**src/rtl/eth_wb_pkg.sv**
```systemverilog
// Shared types and register map for the Ethernet TX Wishbone arbiter.
// Imported by the arbiter top and its lock-tracking helper.
package eth_wb_pkg;

  typedef enum logic [1:0] {
    S_IDLE  = 2'd0,
    S_BUSY  = 2'd1,
    S_FRAME = 2'd2
  } arb_state_t;

  localparam int REG_DATA      = 0;
  localparam int REG_LEN       = 1;
  localparam int REG_SEND      = 3;
  localparam int OUTST_MAX_DEF = 4;

endpackage

```
**src/rtl/eth_tx_arb_lock.sv**
```systemverilog
// Outstanding-beat counter, idle watchdog and pending-release tracking
// for a frame-locked grant.
module eth_tx_arb_lock
  import eth_wb_pkg::*;
#(
  parameter int OUTST_MAX    = OUTST_MAX_DEF,
  parameter int LOCK_TIMEOUT = 255
) (
  input  logic clk,
  input  logic rst,
  input  logic accept,
  input  logic ack,
  input  logic owner_cyc,
  input  logic is_data_write,
  input  logic is_send_write,
  output logic rel,
  output logic timeout,
  output logic full,
  output logic empty
);

  localparam int OW = $clog2(OUTST_MAX + 1);
  localparam int CW = $clog2(LOCK_TIMEOUT + 1);

  logic [OW-1:0] outst;
  logic [OW-1:0] outst_nxt;
  logic [CW-1:0] idle_ctr;
  logic          open;
  logic          pend;
  logic          dec;

  // Stray acks with nothing outstanding are swallowed.
  assign dec       = ack & (outst != '0);
  assign outst_nxt = outst + OW'(accept) - OW'(dec);
  assign full      = (outst == OW'(OUTST_MAX));
  assign empty     = (outst == '0);
  assign timeout   = open & (idle_ctr == CW'(LOCK_TIMEOUT));
  assign rel       = open & pend & (outst_nxt == '0);

  always_ff @(posedge clk) begin
    if (rst) begin
      outst    <= '0;
      idle_ctr <= '0;
      open     <= 1'b0;
      pend     <= 1'b0;
    end else if (timeout) begin
      outst    <= '0;
      idle_ctr <= '0;
      open     <= 1'b0;
      pend     <= 1'b0;
    end else begin
      outst <= outst_nxt;
      if (rel) begin
        idle_ctr <= '0;
        open     <= 1'b0;
        pend     <= 1'b0;
      end else begin
        if (is_data_write)
          open <= 1'b1;
        if (open && is_send_write)
          pend <= 1'b1;
        if (open && !owner_cyc)
          idle_ctr <= idle_ctr + CW'(1);
        else
          idle_ctr <= '0;
      end
    end
  end

endmodule

```
**src/rtl/eth_tx_arbiter.sv**
```systemverilog
// Round-robin, frame-locking arbiter sharing the Ethernet TX register
// port between two pipelined Wishbone masters.
module eth_tx_arbiter
  import eth_wb_pkg::*;
#(
  parameter int ADDR_W       = 2,
  parameter int DATA_W       = 8,
  parameter int DATA_ADDR    = REG_DATA,
  parameter int SEND_ADDR    = REG_SEND,
  parameter int OUTST_MAX    = OUTST_MAX_DEF,
  parameter int LOCK_TIMEOUT = 255
) (
  input  logic              clk,
  input  logic              rst,
  input  logic              m0_cyc,
  input  logic              m0_stb,
  input  logic              m0_we,
  input  logic [ADDR_W-1:0] m0_addr,
  input  logic [DATA_W-1:0] m0_data,
  output logic              m0_ack,
  output logic              m0_stall,
  output logic [DATA_W-1:0] m0_rdata,
  input  logic              m1_cyc,
  input  logic              m1_stb,
  input  logic              m1_we,
  input  logic [ADDR_W-1:0] m1_addr,
  input  logic [DATA_W-1:0] m1_data,
  output logic              m1_ack,
  output logic              m1_stall,
  output logic [DATA_W-1:0] m1_rdata,
  output logic              s_cyc,
  output logic              s_stb,
  output logic              s_we,
  output logic [ADDR_W-1:0] s_addr,
  output logic [DATA_W-1:0] s_data,
  input  logic              s_ack,
  input  logic              s_stall,
  input  logic [DATA_W-1:0] s_rdata,
  output logic [1:0]        grant,
  output logic              locked,
  output logic              timeout_evt
);

  arb_state_t        state;
  logic              last;
  logic              own_cyc;
  logic              own_stb;
  logic              own_we;
  logic [ADDR_W-1:0] own_addr;
  logic [DATA_W-1:0] own_data;
  logic              accept;
  logic              is_data;
  logic              is_send;
  logic              rel;
  logic              timeout;
  logic              full;
  logic              empty;

  always_comb begin
    own_cyc  = 1'b0;
    own_stb  = 1'b0;
    own_we   = 1'b0;
    own_addr = '0;
    own_data = '0;
    unique case (1'b1)
      grant[0]: begin
        own_cyc  = m0_cyc;
        own_stb  = m0_stb;
        own_we   = m0_we;
        own_addr = m0_addr;
        own_data = m0_data;
      end
      grant[1]: begin
        own_cyc  = m1_cyc;
        own_stb  = m1_stb;
        own_we   = m1_we;
        own_addr = m1_addr;
        own_data = m1_data;
      end
      default: ;
    endcase
  end

  assign s_cyc  = own_cyc;
  assign s_stb  = own_stb & ~full;
  assign s_we   = own_we;
  assign s_addr = own_addr;
  assign s_data = own_data;

  assign accept  = s_cyc & s_stb & ~s_stall;
  assign is_data = accept & s_we & (s_addr == ADDR_W'(DATA_ADDR));
  assign is_send = accept & s_we & (s_addr == ADDR_W'(SEND_ADDR));

  assign m0_ack   = grant[0] & s_ack;
  assign m1_ack   = grant[1] & s_ack;
  assign m0_stall = ~grant[0] | s_stall | full;
  assign m1_stall = ~grant[1] | s_stall | full;
  assign m0_rdata = s_rdata;
  assign m1_rdata = s_rdata;

  eth_tx_arb_lock #(
    .OUTST_MAX    (OUTST_MAX),
    .LOCK_TIMEOUT (LOCK_TIMEOUT)
  ) u_lock (
    .clk           (clk),
    .rst           (rst),
    .accept        (accept),
    .ack           (s_ack),
    .owner_cyc     (own_cyc),
    .is_data_write (is_data),
    .is_send_write (is_send),
    .rel           (rel),
    .timeout       (timeout),
    .full          (full),
    .empty         (empty)
  );

  always_ff @(posedge clk) begin
    if (rst) begin
      state       <= S_IDLE;
      grant       <= 2'b00;
      last        <= 1'b1;
      locked      <= 1'b0;
      timeout_evt <= 1'b0;
    end else begin
      timeout_evt <= 1'b0;
      unique case (state)
        S_IDLE: begin
          if (m0_cyc || m1_cyc) begin
            state <= S_BUSY;
            if (m0_cyc && (!m1_cyc || last))
              grant <= 2'b01;
            else
              grant <= 2'b10;
          end
        end
        S_BUSY: begin
          if (is_data) begin
            state  <= S_FRAME;
            locked <= 1'b1;
          end else if (!own_cyc && empty) begin
            state <= S_IDLE;
            grant <= 2'b00;
            last  <= grant[1];
          end
        end
        S_FRAME: begin
          // Abandoned frame: drop the owner, late acks then go nowhere.
          if (timeout) begin
            state       <= S_IDLE;
            grant       <= 2'b00;
            locked      <= 1'b0;
            last        <= grant[1];
            timeout_evt <= 1'b1;
          end else if (rel) begin
            state  <= S_IDLE;
            grant  <= 2'b00;
            locked <= 1'b0;
            last   <= grant[1];
          end
        end
        default: state <= S_IDLE;
      endcase
    end
  end

endmodule

```
**config.mk**
```make
export PLATFORM = sky130hd
export DESIGN_NAME = eth_tx_arbiter
export DESIGN_NICKNAME = d
export VERILOG_FILES = /design/src/rtl/eth_wb_pkg.sv /design/src/rtl/eth_tx_arb_lock.sv /design/src/rtl/eth_tx_arbiter.sv
export SDC_FILE = /design/constraint.sdc
export NUM_CORES = 1
export LEC_CHECK = 0
export BUFFER_PORTS_ARGS = -buffer_cell sky130_fd_sc_hd__buf_2
export CORE_UTILIZATION = 43
export DETAILED_ROUTE_END_ITERATION = 7
export GPL_ROUTABILITY_DRIVEN = 0
export PLACE_DENSITY_LB_ADDON = 0.12
export SLEW_MARGIN = 10
export SYNTH_ARGS = -nofsm -noshare
export SYNTH_HDL_FRONTEND = slang
export SYNTH_SLANG_ARGS = --single-unit
```
**constraint.sdc**
```tcl
create_clock -name clk -period 4 [get_ports clk]
set_input_delay 0.6 -clock clk [delete_from_list [all_inputs] [get_ports clk]]
set_output_delay 0.6 -clock clk [all_outputs]
set_load 0.02 [all_outputs]
```
Yosys cells after proc, flatten, opt, wreduce, memory -nomap -nowiden
Index checks and enable logic that the tools add are counted.
{ "word_totals": {"out_inout_bits": 37, "word_cells": 93, "mem_bits_ro": 0, "latchBits": 0, "in_bits": 38, "mem_bits_rw": 0, "reg_bits": 20, "n_memories": 0} }
{ "op_classes": {"n_eq_ne": 11, "bitwise": 22, "add_sub_neg": 3, "div": 0, "reduce_logical": 23, "multipliers": 0, "n_lt_le_gt_ge": 0, "mux": 25, "shifts": 0} }
{ "ops": {"columns": ["operator", "n"], "rows": [
  ["$mux 2", 8],
  ["$pmux 8 s2", 1],
  ["$and 1x1->1", 12],
  ["$pmux 2 s3", 2],
  ["$pmux 1 s2", 5],
  ["$add 8x1->8 const B", 1],
  ["$eq 8x8->1 const B", 1],
  ["$mux 1", 8],
  ["$ne 2x2->1 const B", 4],
  ["$logic_not 3->1", 2],
  ["$ne 3x3->1 const B", 2],
  ["$not 1->1", 6],
  ["$reduce_and 3->1", 2],
  ["$reduce_bool 3->1", 2],
  ["$reduce_and 5->1", 1],
  ["$eq 2x2->1 const B", 2],
  ["$logic_and 1x1->1", 4],
  ["$logic_not 2->1", 2],
  ["$or 1x1->1", 4],
  ["$pmux 2 s2", 1],
  ["$reduce_and 4->1", 1],
  ["$reduce_or 2->1", 2],
  ["$reduce_or 4->1", 1],
  ["$add 3x1->3", 1],
  ["7 further kinds", 9]
]} }

Depth between registers and ports, before layout
{ "depth": {"depth_word": 12, "mapped_depth": 12, "ltp_nobuf": 12} }

Hierarchy
From an unflattened synthesis, not the netlist that was laid out.
{ "hier_totals": {"hier_cells": 164, "hier_area_um2": 1452.6} }
{ "modules_own_cells": {"columns": ["module", "area_each_um2", "seq_area_each_um2", "cells_each", "n_inst"], "rows": [
  ["eth_tx_arbiter", 803.3, 140.1, 99, 1],
  ["eth_tx_arb_lock", 649.4, 260.2, 65, 1]
]} }

Least setup slack after synthesis
OpenSTA, ideal clock, no wires.
{ "synth_path": {"path_type": "flip-flop to flip-flop", "from": "register grant[1]", "to": "register grant[0]", "t_required_ns": 3.879, "path_slack_ns": 0.868, "path_buffers": 1, "stages_incl_launch_ff": 12, "setup_time_ns": 0.121, "t_arrival_ns": 3.011, "period_less_slack_ns": 3.132, "cell_sequence": "dfxtp_1 -> buf_4 -> a22oi_1 -> a2111oi_4 -> ha_1 -> inv_1 -> fa_1 -> nand2_1 -> nor4b_4 -> o21ai_2 -> or3_4 -> mux2_4"} }
{ "synth_between": {"elab_chain_cells": 10, "word_cells_on_any_way": 20, "classes_between": "add/sub (2); eq/ne (3); mux (4); bitwise (6); reduce/logical (5)"} }
{ "synth_rtl": {"columns": ["item", "line", "source"], "rows": [
  ["start, declared", "eth_tx_arbiter.sv:39", "output logic [1:0] grant,"],
  ["start signal, assigned", "eth_tx_arbiter.sv:121", "grant <= 2'b00;"],
  ["start signal, assigned", "eth_tx_arbiter.sv:132", "grant <= 2'b01;"],
  ["start signal, assigned", "eth_tx_arbiter.sv:134", "grant <= 2'b10;"],
  ["$pmux 1 s2", "eth_tx_arbiter.sv:65", "unique case (1'b1)"],
  ["$and 1x1->1", "eth_tx_arbiter.sv:85", "assign s_stb = own_stb & ~full;"],
  ["$and 1x1->1 (2 in a row)", "eth_tx_arbiter.sv:90", "assign accept = s_cyc & s_stb & ~s_stall;"],
  ["$add 3x1->3", "eth_tx_arb_lock.sv:34", "assign outst_nxt = outst + OW'(accept) - OW'(dec);"],
  ["$sub 3x1->3", "eth_tx_arb_lock.sv:34", null],
  ["$logic_not 3->1", "eth_tx_arb_lock.sv:38", "assign rel = open & pend & (outst_nxt == '0);"],
  ["$and 1x1->1", "eth_tx_arb_lock.sv:38", null],
  ["$ne 3x3->1 (no source line)", null, null],
  ["$reduce_and 5->1 (no source line) (*)", null, null]
]} }
Every way passes the cells marked *; elsewhere a longest branch is shown, timed or not.
A chain may end at the register's enable or synchronous reset.

Final worst setup path
Ends and elaborated chain as after synthesis.

==> results.py <==
metrics = {
    "yosys": {
        "synth_common_cells": "dfxtp_1 (20), buf_4 (19), nor2_1 (19)",
        "synth_edf_count": 0,
        "ys_types": 37,
        "syn_nets": 201,
        "synth_most_common_cell": "dfxtp_1",
        "synth_area_mm2": 0.00135,
        "avgSynthCellArea_um2": 8.69,
        "synth_top_area_share_pct": 29.7,
        "yosys_warnings": 0,
        "ys.flop_type": "dfxtp_1",
        "netlist_instances": 155,
        "yosysTopAreaCell": "dfxtp_1",
        "yosys_register_bits": 20,
        "synth_seq_area_share_pct": 29.7,
        "async_flop_share_pct": 0,
        "synth.area.top_cells": "dfxtp_1 (30%), buf_4 (11%), a22o_1 (7.2%), ha_1 (6.5%), nor2_1 (5.3%)",
    },
    "routing": {
        "drt_iter0_drc": 49,
        "vias_per_cell": 5.47,
        "vias": 1197,
        "dr.pass1.iters": 6,
        "postRouteAntennaNets": 0,
        "wl_um": 2930,
        "m1WireLength_um": 1180,
        "wire_per_inst_um": 13.4,
        "route.met2.wl_um": 1470,
        "drc": 9,
        "routed.top_layer": "met4",
        "dr_wl_met3_um": 269,
    },
    "global_route": {
        "grt_max_degree": 20,
        "grt_pass1_vias": 1145,
        "antenna_found_initial": 0,
        "grt_use_total_pct": 18.3,
        "gr-total-overflow": 0,
        "grt_pass1_wl_um": 4730,
    },
    "timing": {
        "fin_crit_sh_pct": 87.8,
        "clock.fmax_mhz": 285,
        "fin_crit_ns": 3.51,
        "tightest_slew_ns": 0.557,
        "setup_ws_ns": 0.487,
        "drv_slew": 0,
        "finalSetupTns_ns": 0,
        "fin_worst_skew_ns": 0.00140,
        "slew_headroom_pct": 62.8,
        "rsz0062_at_grt": "no",
        "final-setup-viol-count": 0,
        "hold_slack_ns": 0.450,
        "final_hold_viol_count": 0,
    },
    "placed_design": {
        "dp_hpwl_um": 2430,
        "place_ws_ns": 0.508,
        "port_buffers": 50,
    },
    "critical_path": {
        "crit_path_end_kind": "flip-flop",
        "crit_arrival_ns": 3.72,
        "r2r-end": "grant[0]",
        "cp_max_fo": 19,
        "path_delay_family": "simple AND/OR/NAND/NOR gates",
        "cpPeakStageDelay_ns": 0.69,
        "r2r_slack_ns": 0.49,
        "worstReg2RegStart": "grant[1]",
        "path_buf_inv": 1,
        "cp.required_ns": 4.20,
        "critPathSlowestCell": "dfxtp_1",
        "r2r_cells": 10,
        "worstPathCellList": "a22oi_1 -> a2111oi_4 -> ha_1 -> inv_1 -> fa_1 -> nand2_1 -> nor4b_4 -> o21ai_2 -> or3_4 -> mux2_4",
        "startpoint_type": "flip-flop",
        "path_class": "reg2reg",
    },
    "clocking": {
        "cts_setup_buffers": 0,
        "htreeDepth": 1,
        "clk_pin_slew_ns": 0.11,
        "cts_resized": 0,
        "clk_latency_ns": 0.30,
        "cts_root_buffer": "clkbuf_4",
        "clock_sinks": 20,
        "cts_tree": "done",
        "clk_path_buf_depth": 2,
        "cts_buffers": 3,
        "ctsHoldBuffers": 0,
    },
    "floorplanning": {
        "core-area_mm2": 0.00285,
        "die-width_um": 58.0,
        "io_pins": 75,
        "die_h_um": 58.0,
        "row_count": 19,
        "die_area_mm2": 0.00336,
        "start_util_pct": 47.2,
    },
    "outcome": {
        "violations": "design-rule violations",
        "run_status": "finished, violations left",
    },
    "worst_hold_path": {
        "min_path_type": "reg2reg",
        "min_to": "u_lock.idle_ctr[0]",
        "min_from": "u_lock.idle_ctr[0]",
        "hold_depth": 1,
    },
    "cells_and_area": {
        "fillCellCount": 280,
        "syn_to_final_growth_pct": 14.2,
        "post-route-util_pct": 53.9,
        "diodes": 0,
        "drive_gt1_share_pct": 31.9,
        "multiInputGateArea_um2": 751,
        "regArea_um2": 400,
        "nets": 235,
    },
    "pwr": {
        "leakagePower_nw": 0.710,
        "power_density_mw_per_mm2": 557,
        "ir_drop_mv": 0.281,
        "p_total_w": 0.000856,
    },
    "job": {
        "maxCapViolCount": 0,
    },
}
-- per-layer routing --
layer / vias to the layer above / GRT usage (%)
met5: - / 0
met4: 0 / 7.48
met3: 2 / 4.02
met2: 60 / 35.0
met1: 547 / 19.0
li1: 588 / -
-- registers in the layout, summed over array words and instances (netlist names) --
register	cells
u_lock.open	1
grant	2
state	2
last	1
u_lock.outst	3
timeout_evt	1
locked	1
u_lock.pend	1
u_lock.idle_ctr	8
-- stage by stage --
step                std cells  area [µm²]
floorplan                 155        1350
global placement          215        1490
detailed placement        215        1490
CTS                       219        1540
global route              219        1540
finish                    219        1540
-- cell type report --
class	instances	area share [%]
clock buffer	3	1.46
multi-input combinational	102	48.8
inverter	12	2.93
timing repair buffer	50	16.3
sequential	20	26.0
clock inverter	1	1.95
tap	31	2.52
-- worst max path at each step --
stage / start / to / cells after the start
finish: grant[1] / grant[0] / 10
global route: grant[1] / grant[0] / 10
CTS: grant[1] / grant[0] / 10
detailed placement: grant[1] / grant[0] / 10
global placement: grant[1] / grant[0] / 10
floorplan: grant[1] / grant[0] / 11
-- report_power, final --
group / total, W / internal [W] / leakage, nW / switching, W
Sequential: 0.000282 / 0.000231 / 0.163 / 0.0000508
Clock: 0.000164 / 0.000101 / 0.0279 / 0.0000626
Combinational: 0.000411 / 0.000182 / 0.520 / 0.000229
-- placed cells by master, fill, tap and decap left out, types with 2 or more instances in the layout --
master    instances
mux2i_1           2
o21bai_1          2
nand2b_1          4
nand4_1           3
and3_1            3
nor2_1           19
xor2_1            3
nor3_1            3
xnor2_1           3
buf_2            50
ha_1              7
inv_1            12
o21ai_0           6
nand3_1           4
nand2_1           6
a21oi_1           6
a22o_1           11
dfxtp_1          20
a22oi_1           2
and2_1            2
clkbuf_4          3
-- logic make-up after synthesis --
| logic type | synth area share, % |
|---|---|
| mux | 2.60 |
| buf+inv | 14.5 |
| compound gates | 19.6 |
| flops | 29.7 |
| xor+xnor | 5.58 |
| fa+ha+maj | 7.99 |
| simple gates | 20.0 |
Note: power is estimated with default switching activity, not from simulation.
